--- src/rtl/conv2_pool_pkg.sv ---
// conv2_pool_pkg: shared sizes and FSM encoding for the conv2 pooling stage.
// CONV2_POOL_AVG_EN (see pool_lane) switches max pooling to average pooling.
package conv2_pool_pkg;
  localparam int DATA_W    = 8;
  localparam int CH        = 16;
  localparam int ROW_LEN   = 30;
  localparam int OUT_DEPTH = 630;
  localparam int ADDR_W    = 10;
  localparam int COL_W     = $clog2(ROW_LEN + 1);

  localparam logic [COL_W-1:0] ROW_LAST =
    COL_W'(ROW_LEN - 1);
  localparam logic [ADDR_W-1:0] DEPTH_A =
    ADDR_W'(OUT_DEPTH);

  localparam logic [1:0] S_IDLE  = 2'd0;
  localparam logic [1:0] S_HOLD  = 2'd1;
  localparam logic [1:0] S_WRITE = 2'd2;
  localparam logic [1:0] S_FLUSH = 2'd3;
endpackage

--- src/rtl/pool_lane.sv ---
// pool_lane: one signed channel, max of two (or average with
// CONV2_POOL_AVG_EN, rounding toward -inf).
module pool_lane
  import conv2_pool_pkg::*;
(
  input  logic [DATA_W-1:0] a,
  input  logic [DATA_W-1:0] b,
  output logic [DATA_W-1:0] y
);
`ifdef CONV2_POOL_AVG_EN
  logic signed [DATA_W:0] sum;

  assign sum = {a[DATA_W-1], a} + {b[DATA_W-1], b};
  assign y   = DATA_W'(sum >>> 1);
`else
  assign y = ($signed(a) > $signed(b)) ? a : b;
`endif
endmodule

--- src/rtl/conv2_maxpool.sv ---
// conv2_maxpool: 1x2 row pooling of conv2 result vectors into pool RAM.
// CONV2_POOL_AVG_EN selects average pooling instead of max.
module conv2_maxpool
  import conv2_pool_pkg::*;
(
  input  logic                 clk,
  input  logic                 rst_n,
  input  logic [DATA_W*CH-1:0] conv2_output,
  input  logic                 conv_end2,
  input  logic                 conv2_end,
  output logic                 pool_we,
  output logic [ADDR_W-1:0]    pool_addr,
  output logic [DATA_W*CH-1:0] pool_data,
  output logic                 pool_end,
  output logic                 pool_ovf
);
  localparam int VW = DATA_W * CH;

  logic [1:0]       state_q, state_d;
  logic             ce2_q, ce2_d;
  logic             pend_q, pend_d;
  logic [VW-1:0]    pend_data_q, pend_data_d;
  logic [VW-1:0]    hold_q, hold_d;
  logic [VW-1:0]    data_q, data_d;
  logic [COL_W-1:0] col_q, col_d;
  logic [ADDR_W-1:0] addr_q, addr_d;
  logic             we_q, we_d;
  logic             end_q, end_d;
  logic             ovf_q, ovf_d;

  logic             ev;
  logic             take;
  logic [VW-1:0]    smp;
  logic [VW-1:0]    lane_y;

  assign ev   = conv_end2 & ~ce2_q;
  assign take = ev | pend_q;
  assign smp  = pend_q ? pend_data_q : conv2_output;

  for (genvar k = 0; k < CH; k++) begin : g_lane
    pool_lane u_lane (
      .a (hold_q[k*DATA_W +: DATA_W]),
      .b (smp[k*DATA_W +: DATA_W]),
      .y (lane_y[k*DATA_W +: DATA_W])
    );
  end

  always_comb begin
    state_d     = state_q;
    ce2_d       = conv_end2;
    pend_d      = pend_q;
    pend_data_d = pend_data_q;
    hold_d      = hold_q;
    data_d      = data_q;
    col_d       = col_q;
    addr_d      = addr_q;
    we_d        = 1'b0;
    end_d       = end_q;
    ovf_d       = ovf_q;
    if (we_q)
      addr_d = addr_q + ADDR_W'(1);
    unique case (1'b1)
      (state_q == S_IDLE): begin
        if (take) begin
          // a pending sample is used first; a fresh edge refills the slot
          if (pend_q) begin
            pend_d      = ev;
            pend_data_d = conv2_output;
          end
          if (col_q == ROW_LAST) begin
            col_d   = '0;
            data_d  = smp;
            state_d = S_WRITE;
          end else begin
            col_d   = col_q + COL_W'(1);
            hold_d  = smp;
            state_d = S_HOLD;
          end
        end else if (conv2_end) begin
          end_d   = 1'b1;
          state_d = S_FLUSH;
        end
      end
      (state_q == S_HOLD): begin
        if (take) begin
          if (pend_q) begin
            pend_d      = ev;
            pend_data_d = conv2_output;
          end
          data_d  = lane_y;
          col_d   = (col_q == ROW_LAST) ? '0
                  : col_q + COL_W'(1);
          state_d = S_WRITE;
        end else if (conv2_end) begin
          data_d  = hold_q;
          col_d   = '0;
          state_d = S_WRITE;
        end
      end
      (state_q == S_WRITE): begin
        if (ev && !pend_q) begin
          pend_d      = 1'b1;
          pend_data_d = conv2_output;
        end
        if (addr_q == DEPTH_A)
          ovf_d = 1'b1;
        else
          we_d = 1'b1;
        state_d = S_IDLE;
      end
      (state_q == S_FLUSH): ;
      default: state_d = S_IDLE;
    endcase
  end

  always_ff @(posedge clk) begin
    if (!rst_n) begin
      state_q     <= S_IDLE;
      ce2_q       <= 1'b0;
      pend_q      <= 1'b0;
      pend_data_q <= '0;
      hold_q      <= '0;
      data_q      <= '0;
      col_q       <= '0;
      addr_q      <= '0;
      we_q        <= 1'b0;
      end_q       <= 1'b0;
      ovf_q       <= 1'b0;
    end else begin
      state_q     <= state_d;
      ce2_q       <= ce2_d;
      pend_q      <= pend_d;
      pend_data_q <= pend_data_d;
      hold_q      <= hold_d;
      data_q      <= data_d;
      col_q       <= col_d;
      addr_q      <= addr_d;
      we_q        <= we_d;
      end_q       <= end_d;
      ovf_q       <= ovf_d;
    end
  end

  assign pool_we   = we_q;
  assign pool_addr = addr_q;
  assign pool_data = data_q;
  assign pool_end  = end_q;
  assign pool_ovf  = ovf_q;
endmodule

--- config.mk ---
export PLATFORM = sky130hd
export DESIGN_NAME = conv2_maxpool
export DESIGN_NICKNAME = d
export VERILOG_FILES = /design/src/rtl/conv2_pool_pkg.sv /design/src/rtl/pool_lane.sv /design/src/rtl/conv2_maxpool.sv
export SDC_FILE = /design/constraint.sdc
export NUM_CORES = 1
export LEC_CHECK = 0
export CAP_MARGIN = 0
export CORE_MARGIN = 3
export CORE_UTILIZATION = 57
export CTS_BUF_LIST = sky130_fd_sc_hd__clkbuf_2 sky130_fd_sc_hd__clkbuf_4 sky130_fd_sc_hd__clkbuf_8
export DETAILED_ROUTE_END_ITERATION = 16
export PLACE_DENSITY = 0.8
export SYNTH_ARGS = -nofsm -noshare
export SYNTH_HDL_FRONTEND = slang
export SYNTH_SLANG_ARGS = --single-unit
--- constraint.sdc ---
create_clock -name clk -period 4 [get_ports clk]
set_clock_uncertainty 0.1 [all_clocks]
set_input_delay 0.6 -clock clk [delete_from_list [all_inputs] [get_ports clk]]
set_output_delay 0.6 -clock clk [all_outputs]
set_load 0.01 [all_outputs]
Yosys cells after proc, flatten, opt, wreduce, memory -nomap -nowiden
Index checks and enable logic that the tools add are counted.
- register bits: 406
- bits in latches: 0
- memory bits (writable): 0
- memory bits (read-only): 0
- output and inout bits: 141
- memories kept: 0
- $add $sub $neg: 2
- multiply operators: 0
- divide/modulo/power cells: 0
- order comparisons: 16
- equality and inequality tests: 12
- shift operators: 0
- muxes and demuxes: 42
- bitwise logic cells: 6
- reductions and logical operators: 15
- operator list (kind ; number):
    128-bit two-way mux ; 8
    128-bit case mux with 2 select lines ; 2
    8-bit > comparator ; 16
    8-bit two-way mux ; 16
    5-bit two-way mux ; 4
    3-bit AND reduction ; 5
    10-bit by 1-bit adder with 10-bit output (second input constant) ; 1
    10-bit equality test (second input constant) ; 1
    2-bit two-way mux ; 5
    5-bit case mux with 2 select lines ; 1
    2-bit by 1-bit != test with 1-bit output (second input constant) ; 4
    4-bit AND reduction ; 2
    3-bit != test (second input constant) ; 2
    2-bit case mux with 3 select lines ; 1
    5-bit by 1-bit adder with 5-bit output (second input constant) ; 1
    5-bit equality test (second input constant) ; 1
    2-bit equality test (second input constant) ; 2
    1-bit two-way mux ; 4
    1-bit NOT ; 4
    2-bit AND reduction ; 2
    2-bit nonzero test ; 2
    2-bit by 1-bit equality test with 1-bit output (second input constant) ; 1
    2-bit zero test ; 1
    2-bit != test (second input constant) ; 1
    other kinds (6) ; 6

Depth between registers and ports, before layout
- depth after elaboration: 5
- mapped depth: 12
- mapped depth without buffers: 9

Hierarchy
From an unflattened synthesis, not the netlist that was laid out.
- cell total of the unflattened synthesis: 3054
- area total of the unflattened synthesis: 25548.3 sq um
- modules (own cells, without submodules) (module ; times used ; cells an instance ; area an instance (sq um) ; seq. area each (sq um)):
    conv2_maxpool ; 1 ; 2414 ; 19782.7 ; 8127.8
    pool_lane ; 16 ; 40 ; 360.3 ; 0.0

Worst setup path before layout
Ideal clock, no wire load.
- kind: reg2reg
- start point: reg pend_q
- end point: reg data_q[33], in the netlist pool_data[33]
- library setup time: 0.117 ns
- arrival: 3.109 ns
- slack: 0.673 ns
- stages on the path, launching flop included: 13
- buffers on the path: 4
- clock period less this slack: 3.327 ns
- cells stage by stage: dfxtp_1 > buf_2 > clkbuf_1 > buf_2 > mux2i_1 > ha_1 > a21o_1 > a2111oi_1 > a221oi_1 > a21oi_1 > buf_2 > nand2_1 > a32o_1
- longest elaborated chain between the ends: 5
- elaborated cells on any way between the ends: 11
- RTL lines (what ; RTL line ; text):
    from (decl) ; conv2_maxpool.sv:21 ; logic pend_q, pend_d;
    from (signal assigned) ; conv2_maxpool.sv:132 ; pend_q <= pend_d;
    128-bit two-way mux ; conv2_maxpool.sv:38 ; assign smp = pend_q ? pend_data_q : conv2_output;
    8-bit > comparator ; pool_lane.sv:16 ; assign y = ($signed(a) > $signed(b)) ? a : b;
    8-bit two-way mux ; pool_lane.sv:16 ;
    128-bit two-way mux ; conv2_maxpool.sv:85 ; if (take) begin
    128-bit case mux with 2 select lines ; conv2_maxpool.sv:62 ; unique case (1'b1)
    to (signal assigned) ; conv2_maxpool.sv:135 ; data_q <= data_d;
    to (decl) ; conv2_maxpool.sv:24 ; logic [VW-1:0] data_q, data_d;
Several ways; a longest one is shown, not always the timed one. The select of a mux whose other input is x is not followed.
A chain may end at the register's enable or synchronous reset.

Final worst setup path
- start point: reg pend_q
- end point: reg data_q[104], in the netlist pool_data[104]
The elaborated chain is that of the path after synthesis.

==> run summary <==
Yosys warning count: 0
Fin area: 0.0245 mm²
Post-route ant nets: 0
H-tree levels: 3
Pleak: 9.10 nW
Post-synthesis sequential area ratio: 40.6%
Root buf cell: clkbuf_8
Grt met3 use: 6.75%
Total Routing Usage GR: 28.9%
Fin. Hold Viols: 0
FILL cells: 2649
Largest net degree at the start of global routing: 133
Post-cts resize count: 0
Final critical-path share of the clock period: 87.0%
Clock sinks: 406
FP Rows: 67
Post-synth EDFFs: 0
Core area: 0.0340 mm²
Startpoint Class: register
Met2 global-route usage: 47.6%
Synth Area per Inst: 8.51 µm²
Syn Std Cell Area: 0.0200 mm²
Relative slew slack: 17.7%
Max VDD drop: 0.281 mV
Most frequent cells in the layout: 405 x dfxtp_1, 347 x nand2_1, 271 x clkdlybuf4s50_1
Chip width: 193 µm
Placed cell count: 2921
Sequential Area: 0.00813 mm²
Async set-reset flop share out of synthesis: 0%
Grt ovf: 0
M1 GR Usage: 36.9%
Slew Viols, Final: 0
Synth-to-layout area growth: 22.2%
Hold Path Class: in -> reg
CTS tree: built
Syn nets: 2616
Fmax: 287 MHz
Synthesized instance count: 2352
Min Tclk post-route: 3.48 ns
DP Area: 0.0230 mm²
Multi-input combinational cell area: 0.0110 mm²
Port bufs: 272
Setup TNS: 0 ns
Share of layout cells above drive strength 1: 8.37%
Detailed Route WL: 55600 µm
DP HPWL: 36300 µm
CP arrival: 3.95 ns
Initial antenna violation count: 8
Worst setup EP type: register
Post-synthesis cell type count: 68
I/O pins: 273
Most common cell after layout, fill and taps aside: dfxtp_1
Register bit total from synthesis: 406
Vias: 18400
WS Path Type: reg -> reg
Required @ worst endpoint: 4.46 ns
Ys flop type: dfxtp_1
GP Congestion: 0.910
Initial DRC Count: 1187
Critical path peak fanout: 23
Busiest grt layer: met2
Fin nets: 2807
Inserted Clock Buffers: 68
# hold bufs at CTS: 0
Post-CTS Setup Bufs: 0
DR vias/cell: 6.05
DIE HEIGHT: 193 µm
Reg clk slew, reported paths: 0.06 ns
# Max-Cap Violations: 0
Fin cells: 3044
RSZ-0062 raised after global routing: no
Die area: 0.0374 mm²
Final setup violating endpoints: 0
Slew @ Worst Pin: 1.23 ns
1st-pass router iterations: 7
Vias in the first global route: 18100
Worst-Skew Late Latency: 0.64 ns
DR WL/cell: 18.3 µm
Clk buf depth: 3
First-pass GRT wire length: 91700 µm
Starting Density: 58.8%
Status: finished clean
DR DRC count: 0
Pwr dens: 440 mW/mm²
[synthesized netlist by cell type (4+ instances only)]
library cell | count | area share (%)
a31oi_1 | 10 | 0.31
and3_1 | 8 | 0.25
nor2_1 | 234 | 4.4
xor2_1 | 8 | 0.35
or3_1 | 7 | 0.22
o21ai_0 | 19 | 0.48
a221oi_1 | 6 | 0.26
o221ai_1 | 6 | 0.26
inv_1 | 43 | 0.81
a221o_1 | 26 | 1.3
nor4_1 | 5 | 0.16
a21o_1 | 20 | 0.75
clkbuf_1 | 115 | 2.2
nand4_1 | 65 | 2.0
buf_4 | 5 | 0.19
a21oi_1 | 180 | 4.5
buf_1 | 21 | 0.39
mux2_2 | 16 | 0.90
and4_1 | 8 | 0.35
mux2i_1 | 120 | 6.0
o21ai_2 | 4 | 0.18
nand3_1 | 137 | 3.4
o2111ai_1 | 8 | 0.35
nor2b_1 | 14 | 0.44
o31ai_1 | 8 | 0.30
buf_2 | 37 | 0.93
o211ai_1 | 36 | 1.4
dfxtp_1 | 406 | 41
a211oi_1 | 134 | 5.0
a211o_1 | 19 | 0.83
nor3_1 | 20 | 0.50
or2_2 | 15 | 0.47
nand2_1 | 349 | 6.5
or4_1 | 30 | 1.1
a32o_1 | 14 | 0.70
and2_1 | 9 | 0.28
ha_1 | 132 | 8.3
[registers in the layout, summed over array words and instances, names as in the netlist]
signal,flops
ce2_q,1
col_q,5
hold_q,128
pend_data_q,128
pend_q,1
pool_addr,10
pool_data,128
pool_end,1
pool_ovf,1
pool_we,1
state_q,2
[cells by family (layout without fill, tap and decap cells)]
logic type      after synthesis  in the layout  synth area share, %
mux                         136            136                 6.90
xor+xnor                     10             10                0.438
compound gates              522            522                 18.2
other cells                   0              3                    0
simple gates                919            919                 20.9
flops                       406            406                 40.6
buf+inv                     227            468                 4.71
fa+ha+maj                   132            132                 8.25
[per-layer routing]
layer	part of all wire, %	routed length [µm]	up-vias
li1	-	-	8910
met2	47	26000	662
met5	0.15	82	-
met1	42	23600	8693
met3	7.3	4080	129
met4	3.4	1890	10
[metrics by stage]
step	utilization [%]	setup WS (ns)	power [W]	hold slack (ns)
3_3_place_gp	67.4	0.582	0.00674	0.334
5_1_grt	71.8	0.355	0.0113	0.279
2_1_floorplan	-	0.673	0.00607	0.328
4_1_cts	71.8	0.632	0.0108	0.258
3_5_place_dp	67.4	0.493	0.00683	0.343
6_report	71.8	0.519	0.0108	0.295
[worst max-delay path, stage by stage (launching register included)]
cell and delay (ns):
dfxtp_4 0.40, buf_4 0.39, mux2i_1 0.42, ha_1 0.32, and4_1 0.21, a221oi_1 0.28
o21ai_0 0.19, a21oi_2 0.39, and2_0 0.49, a221o_1 0.23
[final timing paths]
check | from | endpoint | slack, ns | cells past startpoint
worst max-delay path | pend_q$_SDFFE_PN0P_ | pool_data[104]$_SDFFE_PN0P_ | 0.52 | 9
worst min-delay path | rst_n | pool_data[24]$_SDFFE_PN0P_ | 0.30 | 3
worst max register to register | pend_q$_SDFFE_PN0P_ | pool_data[104]$_SDFFE_PN0P_ | 0.52 | 9
worst min register to register | pend_data_q[20]$_SDFFE_PN0P_ | pend_data_q[20]$_SDFFE_PN0P_ | 0.35 | 2
[final cells by class]
class | count | share of cell area, %
well taps | 448 | 2.29
flip-flops and latches | 406 | 33.3
inverters | 44 | 0.706
clock inverters | 10 | 0.466
clock buffers | 110 | 5.63
repair buffers | 304 | 12.6
multi-input cells | 1719 | 45.1
diodes | 3 | 0.0307
[where the power goes]
part | switching [W] | internal, W
clock network | 0.00168 | 0.00231
logic | 0.00127 | 0.000907
registers | 0.000237 | 0.00436
total | 0.00319 | 0.00758
(Power assumes the default switching activity.)
==> RTL edit (config.mk and constraints unchanged) <==
Set the package constant `DATA_W` to 10 (it was 8).
--- a/src/rtl/conv2_pool_pkg.sv
+++ b/src/rtl/conv2_pool_pkg.sv
@@ -3,3 +3,3 @@
 package conv2_pool_pkg;
-  localparam int DATA_W    = 8;
+  localparam int DATA_W    = 10;
   localparam int CH        = 16;
Interface: changed (resized conv2_output and pool_data); port bits go from 273 to 337. No check against the original RTL was run, so the function may have changed too.
==> RTL edit against the unedited design <==
Final area increased by 28%; total power increased by 26%; synthesized area increased by 28%; clock power increased by 28%; routed wire length increased by 37%; sequential power increased by 25%; die area increased by 27%; critical endpoint is now pool_data[83]; sequential cell count increased by 96; setup slack got worse by 0.25 ns; global-route usage increased by 2.1 points.
==> RTL edit: results (changes against the unedited design) <==
placed insts 3823 (+31%); slew at the pin with the worst max-slew slack 1.01 ns (-0.225 ns); Metal-1 WL 30800 um (+30%); Post-synth top cells nand2_1 (524), dfxtp_1 (502), a21oi_1 (357); Post-Route WL 76100 um (+37%); DRT Pass-1 Iters 5 (-2); Cell Area, Placed 0.0295 mm^2 (+28%); first-pass GRT wire length 121000 um (+32%); WL per Instance 19.1 um (+4.7%); worst setup path end pool_data[83]; synthesis-to-finish area growth 22.8%; slowest cell on the critical path a31oi_1; dpl hpwl 50200 um (+38%); DR iter-0 viols 2415 (+100%); min-delay worst type flip-flop to flip-flop; Storage cell area 0.0101 mm^2 (+24%); Inserted Clock Buffers 85 (+25%); Net Count, Synth 3392 (+30%); top cells by area, synth dfxtp_1 (39%), ha_1 (8.0%), nand2_1 (7.7%); initial antenna violation count 6 (-2); Reg2Reg Setup Slack 0.27 ns (-0.25 ns); clock-cell share of area 6.09% (about the same); Signal buffers 386 (+27%); layout cells sized above 1 7.82% (-0.55 points); peak per-stage delay on the critical path 0.78 ns (+0.29 ns); DR vias 24117 (+31%); Arr. time, crit path 4.23 ns (+0.28 ns); largest net degree at the start of global routing 117 (-12%); post-synthesis xor/xnor area fraction 0.445% (+0.0078 points); met2 usage 51.8% (+4.2 points); # port buffers 336 (+24%); footprint of the multi-input gates 0.0140 mm^2 (+27%); sequential share of the synthesized area 39.3% (-1.3 points); Final Wtd Congestion 0.872 (-4.2%); overall routing resource usage 31.0% (+2.1 points); multi-input gates 2168 (+26%); CP Max Fanout 26 (+13%); M1 GR Usage 38.6% (+1.6 points); count of clock buffers in the final design 141 (+28%); Fill cells 3250 (+23%); Lkg Pwr 12.0 nW (+31%); met2 wire len 36200 um (+39%); sequential cell count 502 (+24%); mux contribution to synthesized area 6.69% (-0.21 points); clk_lat worst skew 0.67 ns (+0.03 ns); synth unique cells 53 (-22%); NumNets Final 3653 (+30%); non-clock inverter count 182 (+310%); global routing met3 resource utilization 7.57% (+0.82 points); status finished, final reports clean; adder-cell share of the synthesized area 8.03% (-0.22 points)
[RTL edit: stage by stage]
stage	total power [mW]	worst slack, ns	hold slack [ns]
2_1_floorplan	7.50	0.577	0.328
3_3_place_gp	8.39	0.394	0.335
3_5_place_dp	8.52	0.314	0.343
4_1_cts	13.6	0.247	0.351
5_1_grt	14.2	0.0143	0.370
6_report	13.6	0.273	0.346
[RTL edit: worst min-delay path by stage]
stage                           startpoint                to  slack [ns]  cells past startpoint
after CTS                  pend_data_q[50]   pend_data_q[50]        0.35                      2
after global placement     pend_data_q[70]   pend_data_q[70]        0.33                      2
after floorplan             pend_data_q[0]    pend_data_q[0]        0.33                      2
after detailed placement   pend_data_q[67]   pend_data_q[67]        0.34                      2
after global routing      pend_data_q[143]  pend_data_q[143]        0.37                      2
final                      pend_data_q[60]   pend_data_q[60]        0.35                      2
[RTL edit: power breakdown]
group          switching [mW]  total [mW]  internal, mW
clock                    2.14        5.09          2.95
combinational            1.58        2.70          1.12
sequential              0.360        5.77          5.41
total                    4.07        13.6          9.49
